$ cat src/rtl/binary_to_bcd_seq_pkg.sv
// Shared constants and FSM encoding for the display-side BCD converter.
package display_pkg;

    localparam int          DIGITS_DEFAULT = 8;
    localparam logic [31:0] BCD_MAX        = 32'd99_999_999;
    localparam logic [31:0] BCD_SAT        = 32'h9999_9999;

    typedef enum logic [1:0] {
        IDLE,
        SHIFT,
        DONE
    } state_e;

    // Largest value representable in 'digits' decimal digits; used for non-default widths.
    function automatic logic [63:0] pow10_minus1(input int digits);
        logic [63:0] p;
        p = 64'd1;
        for (int i = 0; i < digits; i++) begin
            p = p * 64'd10;
        end
        return p - 64'd1;
    endfunction

endpackage

$ cat src/rtl/binary_to_bcd_seq_if.sv
// Start/busy/done conversion handshake between the CPU-side mux and the converter.
import display_pkg::*;

interface binary_to_bcd_seq_if #(
    parameter int WIDTH_IN = 32,
    parameter int DIGITS   = DIGITS_DEFAULT
);
    logic                  start;
    logic [WIDTH_IN-1:0]   binary;
    logic                  busy;
    logic                  done;
    logic [4*DIGITS-1:0]   bcd;
    logic                  overflow;

    modport master (output start, binary, input busy, done, bcd, overflow);
    modport slave  (input start, binary, output busy, done, bcd, overflow);
endinterface

$ cat src/rtl/binary_to_bcd_seq_digit_adjust.sv
// Double-dabble correction cell: a BCD nibble of 5 or more gets +3 before the shift.
module bcd_digit_adjust (
    input  logic [3:0] digit_i,
    output logic [3:0] digit_o
);
    // Wraps within 4 bits; carries between digits come only from the following shift.
    assign digit_o = (digit_i >= 4'd5) ? digit_i + 4'd3 : digit_i;
endmodule

$ cat src/rtl/binary_to_bcd_seq.sv
// Sequential double-dabble binary-to-BCD converter, one bit per cycle, saturating on overflow.
module binary_to_bcd_seq
    import display_pkg::*;
#(
    parameter int WIDTH_IN = 32,
    parameter int DIGITS   = DIGITS_DEFAULT
) (
    input  logic              clk,
    input  logic              reset,
    binary_to_bcd_seq_if.slave conv
);
    localparam int             CNT_W = $clog2(WIDTH_IN + 1);
    localparam logic [CNT_W-1:0] LAST = CNT_W'(WIDTH_IN - 1);

    logic [63:0]          max_val;
    logic [4*DIGITS-1:0]  sat_val;

    if (DIGITS == DIGITS_DEFAULT) begin : g_default_consts
        assign max_val = 64'(BCD_MAX);
        assign sat_val = BCD_SAT;
    end else begin : g_general_consts
        assign max_val = pow10_minus1(DIGITS);
        assign sat_val = {DIGITS{4'h9}};
    end

    state_e               state_q, state_d;
    logic [WIDTH_IN-1:0]  shreg_q, shreg_d;
    logic [4*DIGITS-1:0]  scratch_q, scratch_d;
    logic [CNT_W-1:0]     cnt_q, cnt_d;
    logic                 ovf_pend_q, ovf_pend_d;
    logic [4*DIGITS-1:0]  bcd_q, bcd_d;
    logic                 overflow_q, overflow_d;

    logic [4*DIGITS-1:0]  adj;
    logic [4*DIGITS-1:0]  scratch_shift;
    logic [WIDTH_IN-1:0]  shreg_shift;

    for (genvar g = 0; g < DIGITS; g++) begin : g_adjust
        bcd_digit_adjust u_adjust (
            .digit_i (scratch_q[4*g +: 4]),
            .digit_o (adj[4*g +: 4])
        );
    end

    assign scratch_shift = {adj[4*DIGITS-2:0], shreg_q[WIDTH_IN-1]};
    assign shreg_shift   = {shreg_q[WIDTH_IN-2:0], 1'b0};

    always_comb begin
        // NOTE: every signal gets a default first so no path leaves it unassigned (no latches).
        state_d    = state_q;
        shreg_d    = shreg_q;
        scratch_d  = scratch_q;
        cnt_d      = cnt_q;
        ovf_pend_d = ovf_pend_q;
        bcd_d      = bcd_q;
        overflow_d = overflow_q;

        case (state_q)
            IDLE: begin
                if (conv.start) begin
                    shreg_d    = conv.binary;
                    scratch_d  = '0;
                    cnt_d      = '0;
                    ovf_pend_d = 64'(conv.binary) > max_val;
                    state_d    = SHIFT;
                end
            end
            SHIFT: begin
                scratch_d = scratch_shift;
                shreg_d   = shreg_shift;
                cnt_d     = cnt_q + CNT_W'(1);
                // Result is registered on the final shift so it is already valid in the done cycle.
                if (cnt_q == LAST) begin
                    state_d    = DONE;
                    bcd_d      = ovf_pend_q ? sat_val : scratch_shift;
                    overflow_d = ovf_pend_q;
                end
            end
            DONE:    state_d = IDLE;
            default: state_d = IDLE;
        endcase
    end

    always_ff @(posedge clk) begin
        // NOTE: sequential state uses non-blocking assignments so all registers update together.
        if (reset) begin
            state_q    <= IDLE;
            shreg_q    <= '0;
            scratch_q  <= '0;
            cnt_q      <= '0;
            ovf_pend_q <= 1'b0;
            bcd_q      <= '0;
            overflow_q <= 1'b0;
        end else begin
            state_q    <= state_d;
            shreg_q    <= shreg_d;
            scratch_q  <= scratch_d;
            cnt_q      <= cnt_d;
            ovf_pend_q <= ovf_pend_d;
            bcd_q      <= bcd_d;
            overflow_q <= overflow_d;
        end
    end

    assign conv.busy     = (state_q != IDLE);
    assign conv.done     = (state_q == DONE);
    assign conv.bcd      = bcd_q;
    assign conv.overflow = overflow_q;

endmodule

$ cat src/flat_wrapper.sv
// flat-port wrapper written by rule: the top's interface ports become plain ports
module binary_to_bcd_seq_flat import display_pkg::*;
#(
    parameter int WIDTH_IN = 32,
    parameter int DIGITS   = DIGITS_DEFAULT
)
  (clk, reset, conv_start, conv_binary, conv_busy, conv_done, conv_bcd, conv_overflow);
  binary_to_bcd_seq_if #(.WIDTH_IN(WIDTH_IN), .DIGITS(DIGITS)) conv_i ();
  input  logic clk;
  input  logic reset;
  input wire logic [$bits(conv_i.start)-1:0] conv_start;
  input wire logic [$bits(conv_i.binary)-1:0] conv_binary;
  output wire logic [$bits(conv_i.busy)-1:0] conv_busy;
  output wire logic [$bits(conv_i.done)-1:0] conv_done;
  output wire logic [$bits(conv_i.bcd)-1:0] conv_bcd;
  output wire logic [$bits(conv_i.overflow)-1:0] conv_overflow;
  assign conv_i.start = conv_start;
  assign conv_i.binary = conv_binary;
  assign conv_busy = conv_i.busy;
  assign conv_done = conv_i.done;
  assign conv_bcd = conv_i.bcd;
  assign conv_overflow = conv_i.overflow;
  binary_to_bcd_seq #(.WIDTH_IN(WIDTH_IN), .DIGITS(DIGITS)) u_core (.clk(clk), .reset(reset), .conv(conv_i));
endmodule
$ cat config.mk
export PLATFORM = sky130hd
export DESIGN_NAME = binary_to_bcd_seq_flat
export DESIGN_NICKNAME = d
export VERILOG_FILES = /design/src/rtl/binary_to_bcd_seq_pkg.sv /design/src/rtl/binary_to_bcd_seq_if.sv /design/src/rtl/binary_to_bcd_seq_digit_adjust.sv /design/src/rtl/binary_to_bcd_seq.sv /design/src/flat_wrapper.sv
export SDC_FILE = /design/constraint.sdc
export NUM_CORES = 1
export LEC_CHECK = 0
export CAP_MARGIN = 20
export CORE_ASPECT_RATIO = 0.7
export CORE_UTILIZATION = 44
export CTS_CLUSTER_SIZE = 16
export DETAILED_ROUTE_END_ITERATION = 7
export GPL_ROUTABILITY_DRIVEN = 0
export PLACE_DENSITY = 0.74
export REMOVE_ABC_BUFFERS = 1
export SYNTH_ARGS = -nofsm -noshare
export SYNTH_HDL_FRONTEND = slang
export SYNTH_SLANG_ARGS = --single-unit
$ cat constraint.sdc
create_clock -name clk -period 3.5 [get_ports clk]
set_input_delay 0.525 -clock clk [delete_from_list [all_inputs] [get_ports clk]]
set_output_delay 0.525 -clock clk [all_outputs]
set_load 0.02 [all_outputs]
==> results.sh, run 1 <==
export IMPL_status="finished, final reports clean"
export IMPL_seq_area_frac_synth=0.427
export IMPL_wirelength_microns=11900
export IMPL_portBuffers=69
export IMPL_path_delay_family="simple AND/OR/NAND/NOR gates"
export IMPL_grt_pass1_wl_microns=19800
export IMPL_cts_hold_buf=0
export IMPL_crit_cells=4
export IMPL_cp_slowest_cell="nor2_1"
export IMPL_finalNonFillerCells=780
export IMPL_die_w_microns=129
export IMPL_crit_chain="nand2b_4 > nand2_2 > nor2_1 > a22o_1"
export IMPL_dpl_cell_count=764
export IMPL_diodes=0
export IMPL_firstDrtPassIters=4
export IMPL_drc_errors=0
export IMPL_cts_resized=0
export IMPL_syn2layout_area_growth_pct=22.0
export IMPL_grt_pass1_vias=4142
export IMPL_p_total_mw=2.69
export IMPL_cp_max_fo=58
export IMPL_slew_viol_final=0
export IMPL_drive_above_1_share=0.0893
export IMPL_drv_cap=0
export IMPL_period_minus_slack_ns=2.35
export IMPL_post_synth_top_count_cell="dfxtp_1"
export IMPL_worstHoldStart="u_core.shreg_q[22]"
export IMPL_peakVddDrop_mv=0.245
export IMPL_finalWorstSetupSlack_ns=1.15
export IMPL_final_antenna_net_count=0
export IMPL_path_class="reg -> reg"
export IMPL_finClkSkew_ns=0.00804
export IMPL_dieArea_sq_um=11700
export IMPL_rsz0062_at_grt="false"
export IMPL_post_cts_setup_buffers=0
export IMPL_cts_root_buffer="clkbuf_16"
export IMPL_worst_path_buf_inv=0
export IMPL_p_per_area_nw_per_um2=444
export IMPL_netlist_instances=574
export IMPL_cts_made_buffers=9
export IMPL_wl_per_cell_microns=15.2
export IMPL_cts_tree="done"
export IMPL_ff2ff_path_depth=4
export IMPL_dpl_hpwl_microns=7810
export IMPL_synthesis_area_sq_um=4970
export IMPL_worst_path_largest_cell_delay_ns=0.58
export IMPL_crit_required_ns=3.79
export IMPL_synth_edf_count=0
export IMPL_nets=674
export IMPL_synth_seq_cells=106
export IMPL_worst_pin_slew_ns=0.894
export IMPL_async_reset_ff_frac=0
export IMPL_synth_ff_type="dfxtp_1"
export IMPL_overflow=0
export IMPL_slew_headroom=0.404
export IMPL_drtIter0Drc=310
export IMPL_ys_top_cells_by_count="dfxtp_1 (106), nor2_1 (94), a21oi_1 (44)"
export IMPL_synth_area_leader_cell="dfxtp_1"
export IMPL_fmax_mhz=426
export IMPL_synth_top_area_frac=0.427
export IMPL_num_io_pins=70
export IMPL_tns_ns=0
export IMPL_synthTopCellsByArea="dfxtp_1 (43%), nor2_1 (7.1%), nor4_2 (4.5%)"
export IMPL_cp_end_kind="flip-flop"
export IMPL_synthDistinctLibCells=43
export IMPL_leakage_nw=2.16
export IMPL_viasPerCell=5.56
export IMPL_ys_warn_count=0
export IMPL_die_h_microns=90.9
export IMPL_critPathLaunchType="flip-flop"
export IMPL_vias=4333
export IMPL_initial_core_util=0.451
export IMPL_clkTransAtPathRegs_ns=0.07
export IMPL_fp_coreArea_sq_um=11000
export IMPL_worst_ep_arrival_time_ns=2.64
export IMPL_avgSynthCellArea_sq_um=8.66
export IMPL_hold_depth=2
export IMPL_rows=32
export IMPL_min_path_type="reg -> reg"
export IMPL_critPathLaunch="u_core.state_q[1]"
export IMPL_fin_crit_sh=0.671
export IMPL_track_usage=0.215
export IMPL_setup_violations=0
export IMPL_hold_violations=0
export IMPL_htreeDepth=3
export IMPL_clock_path_buffers=2
export IMPL_antenna_found_initial=0
export IMPL_grt_max_degree=59
export IMPL_dp_slack_ns=0.990
export IMPL_r2r_start="u_core.state_q[1]"
export IMPL_clkSinkCount=106
export IMPL_insertion_delay_ns=0.35
per-layer routing:
| layer | up-vias | share of wire | track usage |
|---|---|---|---|
| li1 | 2133 | - | - |
| met1 | 2086 | 0.48 | 0.286 |
| met2 | 98 | 0.46 | 0.341 |
| met3 | 16 | 0.041 | 0.0498 |
| met4 | 0 | 0.012 | 0.0696 |
| met5 | - | 0 | 0 |
layout make-up:
class	instances	area, sq um
inverters	16	60.1
multi-input cells	413	2590
fillers	972	4950
well taps	153	191
repair buffers	76	741
clock buffers	10	239
clock inverters	6	113
flip-flops and latches	106	2120
cell families (layout without fill, tap and decap cells):
logic type / count (synthesis) / count (layout) / share of synthesized area
AND/OR/NAND/NOR: 256 / 256 / 0.292
multiplexers: 9 / 9 / 0.0181
adder cells (fa/ha/maj): 17 / 17 / 0.0428
flip-flops: 106 / 106 / 0.427
AO/OA/AOI/OAI: 123 / 123 / 0.154
XOR/XNOR: 8 / 8 / 0.0141
buffers and inverters: 55 / 108 / 0.0521
power by group:
| group | internal [mW] | leakage, nW | switching, mW | total, mW |
|---|---|---|---|---|
| Combinational | 0.0917 | 1.12 | 0.153 | 0.245 |
| Sequential | 1.24 | 0.861 | 0.0214 | 1.26 |
| Clock | 0.721 | 0.173 | 0.458 | 1.18 |
path summary, 6_finish.rpt:
| kind | end | slack [ns] |
|---|---|---|
| max reg2reg | u_core.scratch_q[2] | 1.15 |
| min reg2reg | u_core.shreg_q[22] | 0.46 |
| max | u_core.scratch_q[2] | 1.15 |
| min | u_core.shreg_q[22] | 0.46 |
registers in the layout, summed over array words and instances (netlist names):
| signal | flops |
|---|---|
| u_core.conv.bcd | 32 |
| u_core.scratch_q | 32 |
| u_core.shreg_q | 32 |
| u_core.cnt_q | 6 |
| u_core.state_q | 2 |
| u_core.conv.overflow | 1 |
| u_core.ovf_pend_q | 1 |
per-stage QoR:
stage          area (sq um)   util  hold slack, ns
2_1_floorplan          4770      -           0.430
3_3_place_gp           5710  0.518           0.443
3_5_place_dp           5710  0.518           0.448
4_1_cts                6060  0.550           0.458
5_1_grt                6060  0.550           0.474
6_report               6060  0.550           0.456
tightest hold or removal path: cells and delay by family, from the launching register on:
kind / cells / cell delay [ns]
AND/OR/NAND/NOR: 1 / 0.05
AO/OA/AOI/OAI: 1 / 0.05
flip-flops: 1 / 0.31
layout by cell type, fill, tap and decap left out, drive strengths merged, types with 11 or more instances in the layout:
cell,Yosys,final
nand3,19,19
nand3b,11,11
and2,14,14
nor2,94,94
nor3,18,18
nor4,29,29
clkdlybuf4s50,0,68
a21oi,44,44
inv,16,17
o21ai,31,31
nor3b,23,23
dfxtp,106,106
nand2,20,20
ha,17,17
No activity file was read; power rests on OpenSTA's default activity.
==> run 2: changes to the inputs <==
Settings changed: PLACE_DENSITY 0.74 to 0.76.
Clock period 3.5 ns to 1.9 ns, I/O delays scaled along.
==> results.sh, run 2 (same netlist as run 1, synthesis figures left out) <==
export IMPL_layout_common_cells="dfxtp_1 (106), nor2_1 (94), clkdlybuf4s50_1 (67)"
export IMPL_rsz0062_at_grt="false"
export IMPL_critPathLaunch="u_core.state_q[0]"
export IMPL_crit_required_ns=1.62
export IMPL_holdWs_ns=0.344
export IMPL_critPathLaunchType="flip-flop"
export IMPL_drv_cap=0
export IMPL_num_io_pins=70
export IMPL_dpl_hpwl_microns=8340
export IMPL_drive_above_1_share=0.111
export IMPL_portBuffers=69
export IMPL_worst_ep_arrival_time_ns=1.55
export IMPL_nets=688
export IMPL_overflow=0
export IMPL_wirelength_microns=12000
export IMPL_cp_max_fo=6
export IMPL_worst_pin_slew_ns=0.878
export IMPL_cts_hold_buf=0
export IMPL_final_cell_area_sq_um=6170
export IMPL_r2r_setup_slack_ns=0.14
export IMPL_dieArea_sq_um=11700
export IMPL_hold_path_endpoint="u_core.cnt_q[0]"
export IMPL_firstDrtPassIters=4
export IMPL_fmax_mhz=546
export IMPL_track_usage=0.216
export IMPL_cts_tree="done"
export IMPL_vias=4332
export IMPL_viasPerCell=5.46
export IMPL_p_per_area_nw_per_um2=758
export IMPL_tns_ns=0
export IMPL_antenna_found_initial=0
export IMPL_path_class="reg -> out"
export IMPL_worstHoldStart="reset"
export IMPL_diodes=0
export IMPL_period_minus_slack_ns=1.83
export IMPL_cts_made_buffers=9
export IMPL_ff2ff_path_depth=6
export IMPL_syn2layout_area_growth_pct=24.2
export IMPL_min_path_type="in -> reg"
export IMPL_clock_path_buffers=2
export IMPL_slew_headroom=0.413
export IMPL_htreeDepth=3
export IMPL_r2r_start="u_core.cnt_q[0]"
export IMPL_insertion_delay_ns=0.35
export IMPL_grt_pass1_vias=4169
export IMPL_leakage_nw=2.24
export IMPL_hold_depth=2
export IMPL_nFillCells=980
export IMPL_wl_per_cell_microns=15.1
export IMPL_grt_max_degree=38
export IMPL_mostFrequentLayoutCell="dfxtp_1"
export IMPL_clkSinkCount=106
export IMPL_p_total_mw=4.68
export IMPL_final_antenna_net_count=0
export IMPL_die_h_microns=90.9
export IMPL_initial_core_util=0.451
export IMPL_die_w_microns=129
export IMPL_place_area_sq_um=5860
export IMPL_finClkSkew_ns=0.00707
export IMPL_rows=32
export IMPL_grt_pass1_wl_microns=19800
export IMPL_drtIter0Drc=291
export IMPL_cts_root_buffer="clkbuf_16"
export IMPL_hold_violations=0
export IMPL_post_route_util=0.560
export IMPL_status="finished, final reports clean"
export IMPL_fin_crit_sh=0.964
export IMPL_setup_violations=0
export IMPL_fp_coreArea_sq_um=11000
export IMPL_slew_viol_final=0
export IMPL_worstReg2RegEnd="u_core.conv.bcd[16]"
export IMPL_drc_errors=0
export IMPL_clkTransAtPathRegs_ns=0.06
export IMPL_cp_end_kind="output port"
export IMPL_peakVddDrop_mv=0.496
run 2: critical path, stage by stage (launching register included):
cell and delay, ns:
dfxtp_1 0.37, or2_2 0.29, clkdlybuf4s50_1 0.53
run 2: report_power, final:
| part | total, mW | switching (mW) | internal [mW] |
|---|---|---|---|
| registers | 2.33 | 0.0417 | 2.29 |
| logic | 0.486 | 0.284 | 0.202 |
| clock network | 1.86 | 0.823 | 1.03 |
| total | 4.68 | 1.15 | 3.53 |
run 2: stage by stage:
| step | std cells | setup WS [ns] |
|---|---|---|
| after floorplan | 535 | -0.760 |
| after global placement | 778 | -0.0251 |
| after detailed placement | 778 | -0.105 |
| after CTS | 794 | 0.0528 |
| after global routing | 794 | 0.00836 |
| final | 794 | 0.0687 |
run 2: routing by layer:
layer  GRT usage  part of all wire
met5           0                 0
met4      0.0676            0.0077
met3      0.0456             0.056
met2       0.353              0.47
met1       0.283              0.46
run 2: what timing repair did:
| item | in CTS | in global routing |
|---|---|---|
| endpoints found under the setup margin | 0 | 2 |
| gates resized for setup | 0 | 2 |
| buffers inserted | 0 | 0 |
run 2: how the worst max path moves through the flow:
stage | to | slack, ns | cells past startpoint
after floorplan | u_core.conv.bcd[13] | -0.76 | 4
after global placement | u_core.cnt_q[2] | -0.03 | 5
after detailed placement | u_core.shreg_q[9] | -0.11 | 6
after CTS | conv_done | 0.05 | 2
after global routing | conv_busy | 0.008 | 2
final | conv_busy | 0.07 | 2
run 2: area by class of cell:
| cell class | instances | area [sq um] | share of cell area |
|---|---|---|---|
| multi-input combinational | 413 | 2600 | 0.421 |
| sequential | 106 | 2120 | 0.344 |
| tap | 153 | 191 | 0.0310 |
| clock buffer | 13 | 280 | 0.0454 |
| clock inverter | 3 | 21.3 | 0.00345 |
| timing repair buffer | 90 | 898 | 0.146 |
| inverter | 16 | 60.1 | 0.00973 |
